## config.mk

```make
export PLATFORM = sky130hd
export DESIGN_NAME = lsu_mem_ctrl
export DESIGN_NICKNAME = d
export VERILOG_FILES = /design/src/rtl/lsu_mem_ctrl_pkg.sv /design/src/rtl/lsu_mem_ctrl_align.sv /design/src/rtl/lsu_mem_ctrl.sv
export SDC_FILE = /design/constraint.sdc
export NUM_CORES = 1
export LEC_CHECK = 0
export CORE_MARGIN = 3
export CORE_UTILIZATION = 44
export DETAILED_ROUTE_END_ITERATION = 8
export GPL_ROUTABILITY_DRIVEN = 0
export PLACE_DENSITY_LB_ADDON = 0.25
export SYNTH_ARGS = -nofsm -noshare
export SYNTH_HDL_FRONTEND = slang
export SYNTH_SLANG_ARGS = --single-unit
```

## constraint.sdc

```tcl
create_clock -name clk -period 2.2 [get_ports clk]
set_input_delay 0.66 -clock clk [delete_from_list [all_inputs] [get_ports clk]]
set_output_delay 0.66 -clock clk [all_outputs]
set_load 0.01 [all_outputs]
```

## src/rtl/lsu_mem_ctrl_pkg.sv

```systemverilog
// lsu_mem_ctrl_pkg
//   Shared definitions for the load/store unit: bus widths, access-size and
//   FSM state encodings, and the zero word.
//   Optional feature macro: LSU_MISALIGN_TRAP_EN
//     defined   -> misaligned half/word accesses return an error response
//     undefined -> low offset bits are ignored per access size
package lsu_mem_ctrl_pkg;

    localparam int ADDR_W = 32;
    localparam int DATA_W = 32;
    localparam int SEL_W  = 4;

    typedef logic [DATA_W-1:0] mem_bus_t;
    typedef logic [ADDR_W-1:0] mem_addr_bus_t;
    typedef logic [SEL_W-1:0]  mem_sel_bus_t;

    localparam mem_bus_t ZeroWord = '0;

    typedef enum logic [1:0] {
        SizeByte    = 2'b00,
        SizeHalf    = 2'b01,
        SizeWord    = 2'b10,
        SizeIllegal = 2'b11
    } size_e;

    typedef enum logic [1:0] {
        StIdle   = 2'b00,
        StAccess = 2'b01,
        StResp   = 2'b10
    } state_e;

`ifdef LSU_MISALIGN_TRAP_EN
    localparam bit MisalignTrapEn = 1'b1;
`else
    localparam bit MisalignTrapEn = 1'b0;
`endif

endpackage

```

## src/rtl/lsu_mem_ctrl_align.sv

```systemverilog
// lsu_mem_ctrl_align
//   Purely combinational lane logic for one access.
//   Ports:
//     size_i      access size (byte/half/word/illegal)
//     off_i       byte offset within the word (addr[1:0])
//     wdata_i     right-aligned store data
//     rdata_i     RAM read word
//     unsigned_i  1 = zero-extend loads, 0 = sign-extend
//     sel_o       byte-lane select, bit3 = bits[31:24]
//     wdata_o     store data replicated across lanes
//     load_data_o extracted and extended load result
//     misalign_o  half with off[0]=1 or word with off!=0
//   Illegal size yields all-zero outputs.
module lsu_mem_ctrl_align
    import lsu_mem_ctrl_pkg::*;
(
    input  size_e        size_i,
    input  logic [1:0]   off_i,
    input  mem_bus_t     wdata_i,
    input  mem_bus_t     rdata_i,
    input  logic         unsigned_i,
    output mem_sel_bus_t sel_o,
    output mem_bus_t     wdata_o,
    output mem_bus_t     load_data_o,
    output logic         misalign_o
);

    mem_bus_t byte_sh;
    mem_bus_t half_sh;

    // Bring the addressed byte/half down to bit 0 before extending.
    assign byte_sh = rdata_i >> {off_i, 3'b000};
    assign half_sh = rdata_i >> {off_i[1], 4'b0000};

    always_comb begin
        sel_o       = '0;
        wdata_o     = ZeroWord;
        load_data_o = ZeroWord;
        misalign_o  = 1'b0;
        case (size_i)
            SizeByte: begin
                sel_o       = 4'b0001 << off_i;
                wdata_o     = {4{wdata_i[7:0]}};
                load_data_o = {{24{~unsigned_i & byte_sh[7]}}, byte_sh[7:0]};
            end
            SizeHalf: begin
                sel_o       = 4'b0011 << {off_i[1], 1'b0};
                wdata_o     = {2{wdata_i[15:0]}};
                load_data_o = {{16{~unsigned_i & half_sh[15]}}, half_sh[15:0]};
                misalign_o  = off_i[0];
            end
            SizeWord: begin
                sel_o       = 4'b1111;
                wdata_o     = wdata_i;
                load_data_o = rdata_i;
                misalign_o  = |off_i;
            end
            default: ;
        endcase
    end

endmodule

```

## src/rtl/lsu_mem_ctrl.sv

```systemverilog
// lsu_mem_ctrl
//   Load/store unit in front of the data RAM. One request per handshake,
//   three-state FSM IDLE -> ACCESS -> RESP. The RAM is driven only during
//   ACCESS; load data and the error flag register on the edge leaving ACCESS
//   and are presented on the response channel until resp_ready.
//   Optional feature macro: LSU_MISALIGN_TRAP_EN (see lsu_mem_ctrl_pkg).
//   Ports:
//     clk, rst                        clock; asynchronous active-low reset
//     req_valid/req_ready             request handshake
//     req_we/size/unsigned/addr/wdata request fields
//     resp_valid/resp_ready           response handshake
//     resp_rdata/resp_err             extended load data / error flag
//     mem_we/sel/addr/wdata           RAM controls (zero outside ACCESS)
//     mem_rdata                       combinational RAM read word
module lsu_mem_ctrl
    import lsu_mem_ctrl_pkg::*;
(
    input  logic          clk,
    input  logic          rst,
    input  logic          req_valid,
    output logic          req_ready,
    input  logic          req_we,
    input  logic [1:0]    req_size,
    input  logic          req_unsigned,
    input  mem_addr_bus_t req_addr,
    input  mem_bus_t      req_wdata,
    output logic          resp_valid,
    input  logic          resp_ready,
    output mem_bus_t      resp_rdata,
    output logic          resp_err,
    output logic          mem_we,
    output mem_sel_bus_t  mem_sel,
    output mem_addr_bus_t mem_addr,
    output mem_bus_t      mem_wdata,
    input  mem_bus_t      mem_rdata
);

    state_e        state_q, state_d;
    logic          we_q;
    size_e         size_q;
    logic          uns_q;
    mem_addr_bus_t addr_q;
    mem_bus_t      wdata_q;
    mem_bus_t      rdata_q;
    logic          err_q;

    mem_sel_bus_t  lane_sel;
    mem_bus_t      lane_wdata;
    mem_bus_t      load_data;
    logic          misalign;
    logic          err;

    lsu_mem_ctrl_align u_align (
        .size_i      (size_q),
        .off_i       (addr_q[1:0]),
        .wdata_i     (wdata_q),
        .rdata_i     (mem_rdata),
        .unsigned_i  (uns_q),
        .sel_o       (lane_sel),
        .wdata_o     (lane_wdata),
        .load_data_o (load_data),
        .misalign_o  (misalign)
    );

    assign err = (size_q == SizeIllegal) | (misalign & MisalignTrapEn);

    always_ff @(posedge clk or negedge rst) begin
        if (!rst) begin
            state_q <= StIdle;
            we_q    <= 1'b0;
            size_q  <= SizeByte;
            uns_q   <= 1'b0;
            addr_q  <= '0;
            wdata_q <= ZeroWord;
            rdata_q <= ZeroWord;
            err_q   <= 1'b0;
        end else begin
            state_q <= state_d;
            if (state_q == StIdle && req_valid) begin
                we_q    <= req_we;
                size_q  <= size_e'(req_size);
                uns_q   <= req_unsigned;
                addr_q  <= req_addr;
                wdata_q <= req_wdata;
            end
            // Load result is sampled from the RAM on the edge leaving ACCESS.
            if (state_q == StAccess) begin
                rdata_q <= (we_q | err) ? ZeroWord : load_data;
                err_q   <= err;
            end
        end
    end

    always_comb begin
        state_d    = state_q;
        req_ready  = 1'b0;
        resp_valid = 1'b0;
        resp_rdata = ZeroWord;
        resp_err   = 1'b0;
        mem_we     = 1'b0;
        mem_sel    = '0;
        mem_addr   = '0;
        mem_wdata  = ZeroWord;
        case (state_q)
            StIdle: begin
                req_ready = 1'b1;
                if (req_valid) state_d = StAccess;
            end
            StAccess: begin
                mem_addr  = {addr_q[ADDR_W-1:2], 2'b00};
                mem_sel   = err ? '0 : lane_sel;
                mem_we    = we_q & ~err;
                mem_wdata = (we_q & ~err) ? lane_wdata : ZeroWord;
                state_d   = StResp;
            end
            StResp: begin
                resp_valid = 1'b1;
                resp_rdata = rdata_q;
                resp_err   = err_q;
                if (resp_ready) state_d = StIdle;
            end
            default: state_d = StIdle;
        endcase
    end

endmodule
```

After elaboration in Yosys (flattened, before gate mapping)

Cells that the tools add are included.

Bits in registers: 103
Input port bits: 104
Word-level logic and storage cells: 46

Eq/ne operators: 7
Shift operators: 4
Multiplexer cells: 17
Bitwise operators: 6
Reduce and logical (&&, ||, !) cells: 4

Operators with widths:

| operator                                                          | count |
|---|---|
| 32-bit one-hot mux with 3 select lines                            | 2 |
| 32-bit two-way mux                                                | 5 |
| 32-bit by 5-bit >> shifter with 16-bit output                     | 1 |
| 32-bit by 5-bit >> shifter with 8-bit output                      | 1 |
| 4-bit one-hot mux with 3 select lines                             | 1 |
| 4-bit two-way mux                                                 | 2 |
| 2-bit == test, second input constant                              | 3 |
| 2-bit one-hot mux with 3 select lines                             | 1 |
| 2-bit by 1-bit == test with 1-bit output, second input constant   | 2 |
| 2-bit zero test                                                   | 2 |
| 1-bit two-way mux                                                 | 4 |
| 2-bit two-way mux                                                 | 2 |
| 2-bit inequality test, second input constant                      | 2 |
| 1-bit by 2-bit << shifter with 4-bit output, first input constant | 1 |
| 2-bit by 2-bit << shifter with 4-bit output, first input constant | 1 |
| 1-bit AND                                                         | 3 |
| 1-bit inverter                                                    | 2 |
| 2-bit AND reduction                                               | 1 |
| 1-bit logical AND                                                 | 1 |
| 1-bit OR                                                          | 1 |

Depth between registers and ports, before layout

Gate-level depths: netlist of run 1.

Depth after elaboration: 5
Mapped depth: 7

Cells and area by module

A second synthesis of run 1 with hierarchy kept.

Cell total of the unflattened synthesis: 551
Area, all modules: 5734.2 µm²

By module, submodules not included:

| module             | instances | cells an instance | area an instance (µm²) |
|---|---|---|---|
| lsu_mem_ctrl       | 1         | 341               | 4483.0 |
| lsu_mem_ctrl_align | 1         | 210               | 1251.2 |

Worst setup path before layout of run 1

No wires, ideal clock.

Path kind: register to output
Start: register size_q[1]
End: output mem_wdata[24]
Arrival time: 1.295 ns
Data required time: 1.540 ns
Setup slack: 0.245 ns
Cell stages (with the launch flop): 7
Path through: dfrtp_1 buf_6 buf_2 buf_1 a21oi_1 a2bb2oi_1 nor2_1

Word-level cells in the longest chain between the ends: 5

RTL lines:

| item                                                                           | RTL line            | source |
|---|---|---|
| from (decl)                                                                    | lsu_mem_ctrl.sv:40  | `size_e size_q;` |
| from (signal assigned)                                                         | lsu_mem_ctrl.sv:71  | `size_q <= SizeByte;` |
| from (signal assigned)                                                         | lsu_mem_ctrl.sv:81  | `size_q <= size_e'(req_size);` |
| branches (longest 3 deep; another with 32-bit one-hot mux with 3 select lines) | --                  |  |
| 32-bit two-way mux *                                                           | lsu_mem_ctrl.sv:113 | `mem_wdata = (we_q & ~err) ? lane_wdata : ZeroWord;` |
| 32-bit two-way mux *                                                           | lsu_mem_ctrl.sv:104 | `case (state_q)` |
| to (decl)                                                                      | lsu_mem_ctrl.sv:34  | `output mem_bus_t mem_wdata,` |

Mark *: on every way between the ends.

Final worst setup path of run 1

Start: register state_q[1]
End: output mem_wdata[4]

Word-level cells in the longest chain between the ends: 2

RTL lines:

| item                                     | RTL line            | source |
|---|---|---|
| from (decl)                              | lsu_mem_ctrl.sv:38  | `state_e state_q, state_d;` |
| from (signal assigned)                   | lsu_mem_ctrl.sv:69  | `state_q <= StIdle;` |
| from (signal assigned)                   | lsu_mem_ctrl.sv:78  | `state_q <= state_d;` |
| 2-bit by 1-bit == test with 1-bit output | lsu_mem_ctrl.sv:104 |  |
| 32-bit two-way mux                       | lsu_mem_ctrl.sv:104 |  |

No other way between the ends.

==> metrics.txt, run 1 <==
outcome finished with violations; violated checks negative setup slack; H-tree levels 3; die height between 100 and 150 um; via count 4979; Max Clock Skew around 0.0046 ns; design area 8895 um2; most used cell, CP buf_6; mux cell area share after synthesis 17.21%; I/O Pins ~210; f_max 420.3 MHz; CTS tree built; crit share post-route 108.2%; # hold bufs at CTS 0; slowest cell delay on critical path 0.43 ns; Critical-path top delay cell dfrtp_2; Syn. warnings 0; detail-routed via count per cell 5.526; MaxCap Viol Count 0; final worst-path setup slack -0.1795 ns; Yosys cell types 37; crit path DAT 1.72 ns; Reg clk slew, reported paths 0.07 ns; Iteration-0 DRC Markers between 400 and 500; Routed WL 18.62 mm; final setup vio count 60; FF/Latch Area 2581 um2; Final Max Slew Viols 0; grt total ovfl 0; Worst Hold Class input port to asynchronous set/reset pin; Post-DRT Antenna Nets 0; antenna violations before repair 0; drt pass-1 iters 7; vias in the first global route between 5000 and 6000; Worst slew margin 61.51%; total power 12.13 mW; final hold vios 0; adder-cell share of the synthesized area 0%; cell family with most CP delay buffers and inverters; Post-DP Area roughly 7800 um2; Placeable Area 11660 um2; final core occ around 76%; FF+latch count, synth 103; Sink Count around 100; WP buf/inv 4; clock tree buffer depth 2; Compound-Gate Fraction of Synth Area approximately a tenth; CTS root buf clkbuf_16; CTS buffer count 9; final period demand of the worst path 2.380 ns; cells after synthesis a little over 500; Synth Area in Simple Gates between 20% and 30%; Worst path depth 7; row count 39; pwr dens 1363 nW/um2; Startpoint Class flip-flop; post-synthesis sequential area ratio 48.18%; Layout area overhead 66.25%; xor and xnor area share after synthesis 0%; Avg WL per Cell 20.66 um; leakage power 3.994 nW; first-pass GRT wire length 26.21 mm; Hold Slack slightly above 0.3 ns; Worst Reg-to-Reg Cells 7; fill cell count 760; WS Path Type flip-flop to primary output; RSZ-0062 raised after global routing true; DRC violations left 0; largest family of logic cells by synthesized area simple AND/OR/NAND/NOR gates; Die Wd 116.3 um; DP Worst Slack -0.1850 ns; worst skew pair latency 0.34 ns; post-synthesis average cell area 10.62 um2; CP Capture Type primary output; VDD IR max 0.6859 mV; Initial Util around 46%; post-DP HPWL 11.89 mm; GRT Util Overall 25.02%; area of the multi-input gates 3087 um2; synthesized area around 5400 um2; Critical Path RT 1.54 ns; worst slew pin tran 0.5726 ns; CP Cell Sequence nor2b_4, buf_6, nand3_4, buf_12, clkinvlp_4, and2_4, buf_6; Port Buffers about 210; Antenna Cells 0; largest driver fanout on the critical path 5; most frequent cells in the layout 102 x clkdlybuf4s50_1, 100 x dfrtp_1, 66 x mux2_2; largest net degree at the start of global routing 44; share of layout cells above drive strength 1 roughly half; commonest non-fill, non-tap cell in the layout clkdlybuf4s50_1; Die ar. ~14000 um2; Final #Nets 857
## area by class of cell
cell class | instances | share of cell area (%)
Tap cell | 143 | 2.012
Timing Repair inverter | 1 | 0.08440
Multi-Input combinational cell | 357 | 34.70
Clock buffer | 12 | 2.884
Inverter | 2 | 0.2251
Sequential cell | 103 | 29.02
Timing Repair Buffer | 279 | 30.20
Clock inverter | 4 | 0.8721
## cell families after synthesis
family / after synthesis
other cells: 1
mux: 78
flops: 103
compound gates: 76
simple gates: 201
buf+inv: 45
## cell usage after synthesis (all sizes together)
cell type,count,area (um2)
mux2i,2,20.02
dfrtp,103,2577
clkbuf,16,62.56
o211ai,8,70.06
nor2b,17,106.4
conb,1,3.750
nand3,34,175.2
or3,1,6.260
nor3b,1,18.77
mux4,1,22.52
mux2,75,878.3
a211oi,1,7.510
o21ai,11,55.05
a22oi,8,60.06
buf,27,172.7
a222oi,7,70.07
and2,73,459.2
a21oi,25,125.1
inv,2,7.510
a2bb2oi,16,140.1
nor4,2,18.77
nor2,33,123.9
nor3,3,20.02
nand2,35,131.4
nand2b,1,6.260
nand3b,1,11.26
## where the power goes
| group | internal (mW) | switching (mW) | leakage [nW] | total [mW] |
|---|---|---|---|---|
| logic | 3.70 | 3.19 | 2.57 | 6.89 |
| registers | 2.78 | 0.696 | 1.26 | 3.47 |
| clock network | 1.06 | 0.695 | 0.163 | 1.76 |
| total | 7.54 | 4.59 | 3.99 | 12.1 |
## registers in the layout, summed over array words and instances, names as in the netlist
register  cells
wdata_q      32
uns_q         1
we_q          1
rdata_q      32
err_q         1
state_q       2
size_q        2
addr_q       32
## worst reg2reg max path, delay by kind of cell, from the launching register on
kind	cells	cell delay, ns
simple gates	4	1.12
buf+inv	3	0.51
flops	1	0.43
## final timing paths
| path | start | end | slack (ns) |
|---|---|---|---|
| worst max-delay path | state_q[1]$_DFFE_PN0P_ | mem_wdata[4] | -0.18 |
| worst min-delay path | rst | rdata_q[2]$_DFFE_PN0P_ | 0.31 |
| worst max register to register | state_q[1]$_DFFE_PN0P_ | rdata_q[26]$_DFFE_PN0P_ | 0.06 |
| worst min register to register | rdata_q[0]$_DFFE_PN0P_ | rdata_q[0]$_DFFE_PN0P_ | 0.49 |
| max in group asynchronous | rst | rdata_q[14]$_DFFE_PN0P_ | 1.20 |
| min in group clk | rdata_q[0]$_DFFE_PN0P_ | rdata_q[0]$_DFFE_PN0P_ | 0.49 |
## timing repair
item / 4_1_cts / 5_1_grt
buffers inserted: 16 / 6
resized for setup: 412 / 218
endpoints found under the setup margin: 102 / 106
pin swaps: 9 / 37
cloned: 4 / 3
## per-layer routing
| layer | vias up | global-route usage [%] | share of wire, % |
|---|---|---|---|
| met5 | - | 0 | 0 |
| met4 | 0 | 10.90 | 3.9 |
| met3 | 57 | 5.544 | 7.1 |
| met2 | 255 | 43.40 | 51 |
| met1 | 2414 | 29.84 | 38 |
| li1 | 2253 | - | - |
## through the flow
stage          setup TNS, ns  std cells
2_1_floorplan              0        505
3_3_place_gp          -3.176        862
3_5_place_dp          -4.838        862
4_1_cts               -8.367        897
5_1_grt               -9.315        901
6_report              -4.750        901
(Power assumes the default switching activity.)
==> run 2: changes to the inputs <==
- CELL_PAD_IN_SITES_DETAIL_PLACEMENT: unset -> 1
- CELL_PAD_IN_SITES_GLOBAL_PLACEMENT: unset -> 1
- CORE_UTILIZATION: 44 -> 33
==> run 2 against run 1 <==
  * The run still ends with negative setup slack left
  * Count of clock-buffer cells in the layout fell by 1
  * Critical path depth shrank 1
  * Non-clock buffer count increased by 1
  * Sequential power about the same
  * Clock power down 10%
  * Power fell by 0.55%
  * Combinational power increased by 2%
  * Critical endpoint is now mem_wdata[10]
==> metrics.txt, run 2 (synthesis gave the netlist of run 1 again) <==
crit path DAT 1.73 ns (was 1.72 ns); Antenna Cells 0 (unchanged); Final #Nets 858 (was 857); largest driver fanout on the critical path 13 (was 5); Final Non-Filler Cells 969 (was 901); pwr dens 1356 nW/um2 (was 1363 nW/um2); violated checks negative setup slack (unchanged); DP Worst Slack -0.2088 ns (was -0.1850 ns); Initial Util 34.43% (was 45.87%); Routed WL 20.25 mm (was 18.62 mm); final hold vios 0 (unchanged); H-tree levels 3 (unchanged); clock tree buffer depth 2 (unchanged); CP Cell Sequence buf_12, buf_6, a21oi_1, a2bb2oi_1, nor2_2, buf_2 (was nor2b_4, buf_6, nand3_4, buf_12, clkinvlp_4, and2_4, buf_6); slowest cell delay on critical path 0.44 ns (was 0.43 ns); Sink Count 103 (unchanged); CTS buffer count 9 (unchanged); fill cell count 1659 (was 760); Final Max Slew Viols 0 (unchanged); Avg WL per Cell 20.90 um (was 20.66 um); area of the multi-input gates 2980 um2 (was 3087 um2); Placeable Area 15540 um2 (was 11660 um2); outcome finished with violations (unchanged); largest net degree at the start of global routing 40 (was 44); Layout area overhead 66.23% (was 66.25%); GRT Util Overall 22.18% (was 25.02%); Port Buffers 205 (unchanged); VDD IR max 0.5927 mV (was 0.6859 mV); CP Capture Type primary output (unchanged); via count 4876 (was 4979); Startpoint Class flip-flop (unchanged); CTS tree built (unchanged); detail-routed via count per cell 5.032 (was 5.526); commonest non-fill, non-tap cell in the layout clkdlybuf4s50_1 (unchanged); antenna violations before repair 0 (unchanged); share of layout cells above drive strength 1 49.87% (was 50.53%); Die Wd 133.3 um (was 116.3 um); vias in the first global route 5348 (was 5241); cell family with most CP delay buffers and inverters (unchanged); Top Registers addr_q (32), rdata_q (32), wdata_q (32) (unchanged); most frequent cells in the layout 102 x clkdlybuf4s50_1, 101 x dfrtp_1, 66 x mux2_2 (was 102 x clkdlybuf4s50_1, 100 x dfrtp_1, 66 x mux2_2); setup TNS -6.720 ns (was -4.750 ns); Worst slew margin 65.60% (was 61.51%); RSZ-0062 raised after global routing true (unchanged); Hold Slack 0.2471 ns (was 0.3072 ns); CTS root buf clkbuf_16 (unchanged); leakage power 3.999 nW (was 3.994 nW); final setup vio count 70 (was 60); final period demand of the worst path 2.385 ns (was 2.380 ns); drt pass-1 iters 6 (was 7); I/O Pins 208 (unchanged); placed insts 926 (was 862); final worst-path setup slack -0.1852 ns (was -0.1795 ns); Max Clock Skew 0.008141 ns (was 0.004606 ns); f_max 419.3 MHz (was 420.3 MHz); WS Path Type flip-flop to primary output (unchanged); post-DP HPWL 13.27 mm (was 11.89 mm); DRC violations left 0 (unchanged); MaxCap Viol Count 0 (unchanged); grt total ovfl 0 (unchanged); WP buf/inv 3 (was 4); die height 133.3 um (was 116.3 um); # hold bufs at CTS 0 (unchanged); Die ar. 17780 um2 (was 13520 um2); Critical-path top delay cell dfrtp_2 (unchanged); Post-DRT Antenna Nets 0 (unchanged); worst skew pair latency 0.35 ns (was 0.34 ns); FF/Latch Area 2580 um2 (was 2581 um2); crit share post-route 108.4% (was 108.2%); row count 45 (was 39); first-pass GRT wire length 30.68 mm (was 26.21 mm); Iteration-0 DRC Markers 263 (was 447); worst slew pin tran 0.5132 ns (was 0.5726 ns); Critical Path RT 1.54 ns (about the same); Reg clk slew, reported paths 0.07 ns (about the same); Worst Hold Class input port to asynchronous set/reset pin (unchanged)
## run 2: layout make-up
type,count,share of cell area (%)
Multi-Input combinational cell,357,33.51
Timing Repair Buffer,280,31.15
Sequential cell,103,29.01
Tap cell,211,2.968
Clock buffer,11,2.617
Clock inverter,4,0.5346
Inverter,2,0.1266
Timing Repair inverter,1,0.08441
## run 2: worst reg2reg max path, stage by stage, from the launching register on
cell	delay, ns
dfrtp_2	0.44
buf_6	0.15
buf_6	0.11
buf_6	0.12
nor3b_4	0.26
buf_4	0.16
buf_4	0.17
nor3_2	0.11
a222oi_1	0.34
o21ai_1	0.11
## run 2: timing repair
action                                  CTS  global route
gates resized for setup                 538            74
gates cloned                              9             0
endpoints found under the setup margin  102           109
setup buffers                            13             7
pin swaps                                22            22
## run 2: through the flow
step / utilization, % / area, um2 / power, mW
4_1_cts: 55.13 / 8567 / 11.46
6_report: 57.23 / 8894 / 12.06
5_1_grt: 57.23 / 8894 / 12.78
3_3_place_gp: 50.79 / 7893 / 8.510
3_5_place_dp: 50.79 / 7893 / 8.722
2_1_floorplan: - / 5354 / 6.364
## run 2: metal layers
layer / vias to the layer above / wire (um) / global-route usage (%)
met4: 0 / 458 / 8.286
met3: 28 / 1178 / 4.985
li1: 2244 / - / -
met1: 2421 / 8574 / 28.35
met2: 183 / 10040 / 36.88
met5: - / 0 / 0
## run 2: final timing paths
| path | from | to | slack, ns | cells after the start |
|---|---|---|---|---|
| min in group clk | rdata_q[15]$_DFFE_PN0P_ | rdata_q[15]$_DFFE_PN0P_ | 0.49 | 2 |
| setup reg to reg | size_q[1]$_DFFE_PN0P_ | rdata_q[6]$_DFFE_PN0P_ | 0.11 | 9 |
| hold / removal | rst | addr_q[8]$_DFFE_PN0P_ | 0.25 | 1 |
| setup / recovery | size_q[1]$_DFFE_PN0P_ | mem_wdata[10] | -0.19 | 6 |
| max in group asynchronous | rst | size_q[1]$_DFFE_PN0P_ | 1.36 | 2 |
| hold reg to reg | rdata_q[15]$_DFFE_PN0P_ | rdata_q[15]$_DFFE_PN0P_ | 0.49 | 2 |
## run 2: power by group
part	switching [mW]	leakage [nW]	total (mW)	internal, mW
Sequential	0.696	1.26	3.47	2.78
Combinational	3.11	2.60	7.00	3.90
Clock	0.709	0.135	1.58	0.874
Total	4.51	4.00	12.1	7.55
==> run 3: changes to the inputs <==
- ABC_CLOCK_PERIOD_IN_PS: unset -> 2200
- CORE_MARGIN: 3 -> 2
- PLACE_DENSITY_LB_ADDON: 0.25 -> 0.1
==> run 3 against run 2 <==
  * Largest power group unchanged
  * Clock skew hardly changed
  * Die area decreased by 3.0%
  * Largest cell class unchanged
  * Critical path type unchanged
  * Final cell count grew 1.7%
  * Wire length is 2.2% lower
  * Fmax down 0.20%
  * Register-to-register slack better by 0.06 ns
  * The run still ends with negative setup slack left
  * Sequential power about the same
  * Global-route usage increased by 0.41 points
  * Hold slack worse by 0.13 ns
  * First-iteration DRC count fell by 17%
==> metrics.txt, run 3 (synthesis gave the netlist of run 1 again) <==
outcome finished with violations (unchanged); violated checks negative setup slack (unchanged); Placeable Area 15890 um2 (was 15540 um2); final hold vios 0 (unchanged); DRC violations left 0 (unchanged); DP Worst Slack -0.2116 ns (was -0.2088 ns); clock tree buffer depth 2 (unchanged); largest net degree at the start of global routing 56 (was 40); detail-routed via count per cell 5.020 (was 5.032); final period demand of the worst path 2.390 ns (was 2.385 ns); Worst Hold Class input port to asynchronous set/reset pin (unchanged); post-DP HPWL 13.00 mm (was 13.27 mm); Avg WL per Cell 20.12 um (was 20.90 um); worst slew pin tran 0.6027 ns (was 0.5132 ns); Final Max Slew Viols 0 (unchanged); drt pass-1 iters 6 (unchanged); most frequent cells in the layout 102 x dfrtp_1, 102 x clkdlybuf4s50_1, 68 x buf_6 (was 102 x clkdlybuf4s50_1, 101 x dfrtp_1, 66 x mux2_2); # hold bufs at CTS 0 (unchanged); CTS tree built (unchanged); RR Startpoint state_q[1]$_DFFE_PN0P_ (was size_q[1]$_DFFE_PN0P_); via count 4945 (was 4876); Critical Path RT 1.54 ns (about the same); row count 46 (was 45); routed length on met1 8.206 mm (was 8.574 mm); crit share post-route 108.6% (was 108.4%); Die Wd 131.3 um (was 133.3 um); Iteration-0 DRC Markers 218 (was 263); reg-to-reg slack, setup 0.17 ns (was 0.11 ns); CP Capture Type primary output (unchanged); final worst-path setup slack -0.1899 ns (was -0.1852 ns); vias in the first global route 5388 (was 5348); WS Path Type flip-flop to primary output (unchanged); pwr dens 1384 nW/um2 (was 1356 nW/um2); Initial Util 33.68% (was 34.43%); Routed WL 19.81 mm (was 20.25 mm); FF-to-FF End rdata_q[10]$_DFFE_PN0P_ (was rdata_q[6]$_DFFE_PN0P_); fill cell count 1667 (was 1659); antenna violations before repair 0 (unchanged); Layout area overhead 71.87% (was 66.23%); final setup vio count 77 (was 70); share of layout cells above drive strength 1 51.11% (was 49.87%); Final Non-Filler Cells 985 (was 969); Post-DRT Antenna Nets 0 (unchanged); CTS buffer count 9 (unchanged); Final #Nets 868 (was 858); worst skew pair latency 0.35 ns (about the same); Reg clk slew, reported paths 0.07 ns (about the same); met3 wire len 1.172 mm (was 1.178 mm); H-tree levels 3 (unchanged); leakage power 4.095 nW (was 3.999 nW); Max Clock Skew 0.007943 ns (was 0.008141 ns); die height 131.3 um (was 133.3 um); VDD IR max 0.5776 mV (was 0.5927 mV); CTS root buf clkbuf_16 (unchanged); Antenna Cells 0 (unchanged); Top Registers addr_q (32), rdata_q (32), wdata_q (32) (unchanged); MaxCap Viol Count 0 (unchanged); Startpoint Class flip-flop (unchanged); Die ar. 17250 um2 (was 17780 um2); GRT Util Overall 22.59% (was 22.18%); RSZ-0062 raised after global routing true (unchanged); Worst slew margin 59.82% (was 65.60%); Sink Count 103 (unchanged); Worst Reg-to-Reg Cells 6 (was 9); I/O Pins 208 (unchanged); first-pass GRT wire length 30.42 mm (was 30.68 mm); crit path DAT 1.73 ns (about the same); grt total ovfl 0 (unchanged); largest driver fanout on the critical path 7 (was 13); placed insts 936 (was 926); f_max 418.4 MHz (was 419.3 MHz); Top Metal Used met4 (unchanged); Port Buffers 205 (unchanged); met2 wire length 10.13 mm (was 10.04 mm)
run 3: layer usage:
layer	GRT usage (%)	vias to the layer above
met5	0	-
met3	5.903	22
met1	28.56	2477
li1	-	2272
met2	38.04	174
met4	6.824	0
run 3: layout make-up:
| class | count | area, um2 | area share [%] |
|---|---|---|---|
| Tap cell | 216 | 270.3 | 2.939 |
| Multi-Input combinational cell | 357 | 3178 | 34.56 |
| Clock inverter | 2 | 15.01 | 0.1633 |
| Timing Repair Buffer | 291 | 2879 | 31.31 |
| Sequential cell | 103 | 2579 | 28.04 |
| Inverter | 2 | 10.01 | 0.1089 |
| Clock buffer | 14 | 264.0 | 2.871 |
run 3: critical path, cell delays in order, from the launching register on:
cell and delay (ns):
dfrtp_2 0.44, buf_6 0.13, buf_12 0.14, buf_8 0.15
a21oi_4 0.15, a2bb2oi_2 0.19, nor2_4 0.06, buf_6 0.12
run 3: power breakdown:
group	switching (mW)	internal (mW)
Sequential	0.703	2.77
Combinational	3.42	4.28
Clock	0.710	0.832
Total	4.84	7.89
run 3: timing repair:
action                                 CTS  global route
setup endpoints to repair              102           103
setup buffers                           22            12
cloned                                   6             1
pin swaps                               22            24
endpoints found under the hold margin    0             0
gates resized for setup                564            91
run 3: how the worst max path moves through the flow:
stage | startpoint | end | slack (ns) | depth (start not counted)
finish | size_q[1]$_DFFE_PN0P_ | mem_wdata[25] | -0.19 | 7
global route | size_q[1]$_DFFE_PN0P_ | mem_wdata[13] | -0.24 | 7
CTS | state_q[1]$_DFFE_PN0P_ | mem_wdata[12] | -0.18 | 7
detailed placement | size_q[0]$_DFFE_PN0P_ | mem_wdata[8] | -0.21 | 6
global placement | size_q[1]$_DFFE_PN0P_ | mem_wdata[24] | -0.18 | 6
floorplan | size_q[1]$_DFFE_PN0P_ | mem_wdata[24] | 0.25 | 6
run 3: per-stage QoR:
stage	total power, mW	cell area [um2]	hold WS, ns	setup TNS [ns]	util (%)
2_1_floorplan	6.364	5354	0.3644	0	-
3_3_place_gp	8.597	7949	0.4594	-5.055	50.04
3_5_place_dp	8.798	7949	0.4645	-6.682	50.04
4_1_cts	11.78	8741	0.1079	-7.284	55.03
5_1_grt	13.45	9195	0.1091	-12.97	57.88
6_report	12.72	9195	0.1171	-6.948	57.88
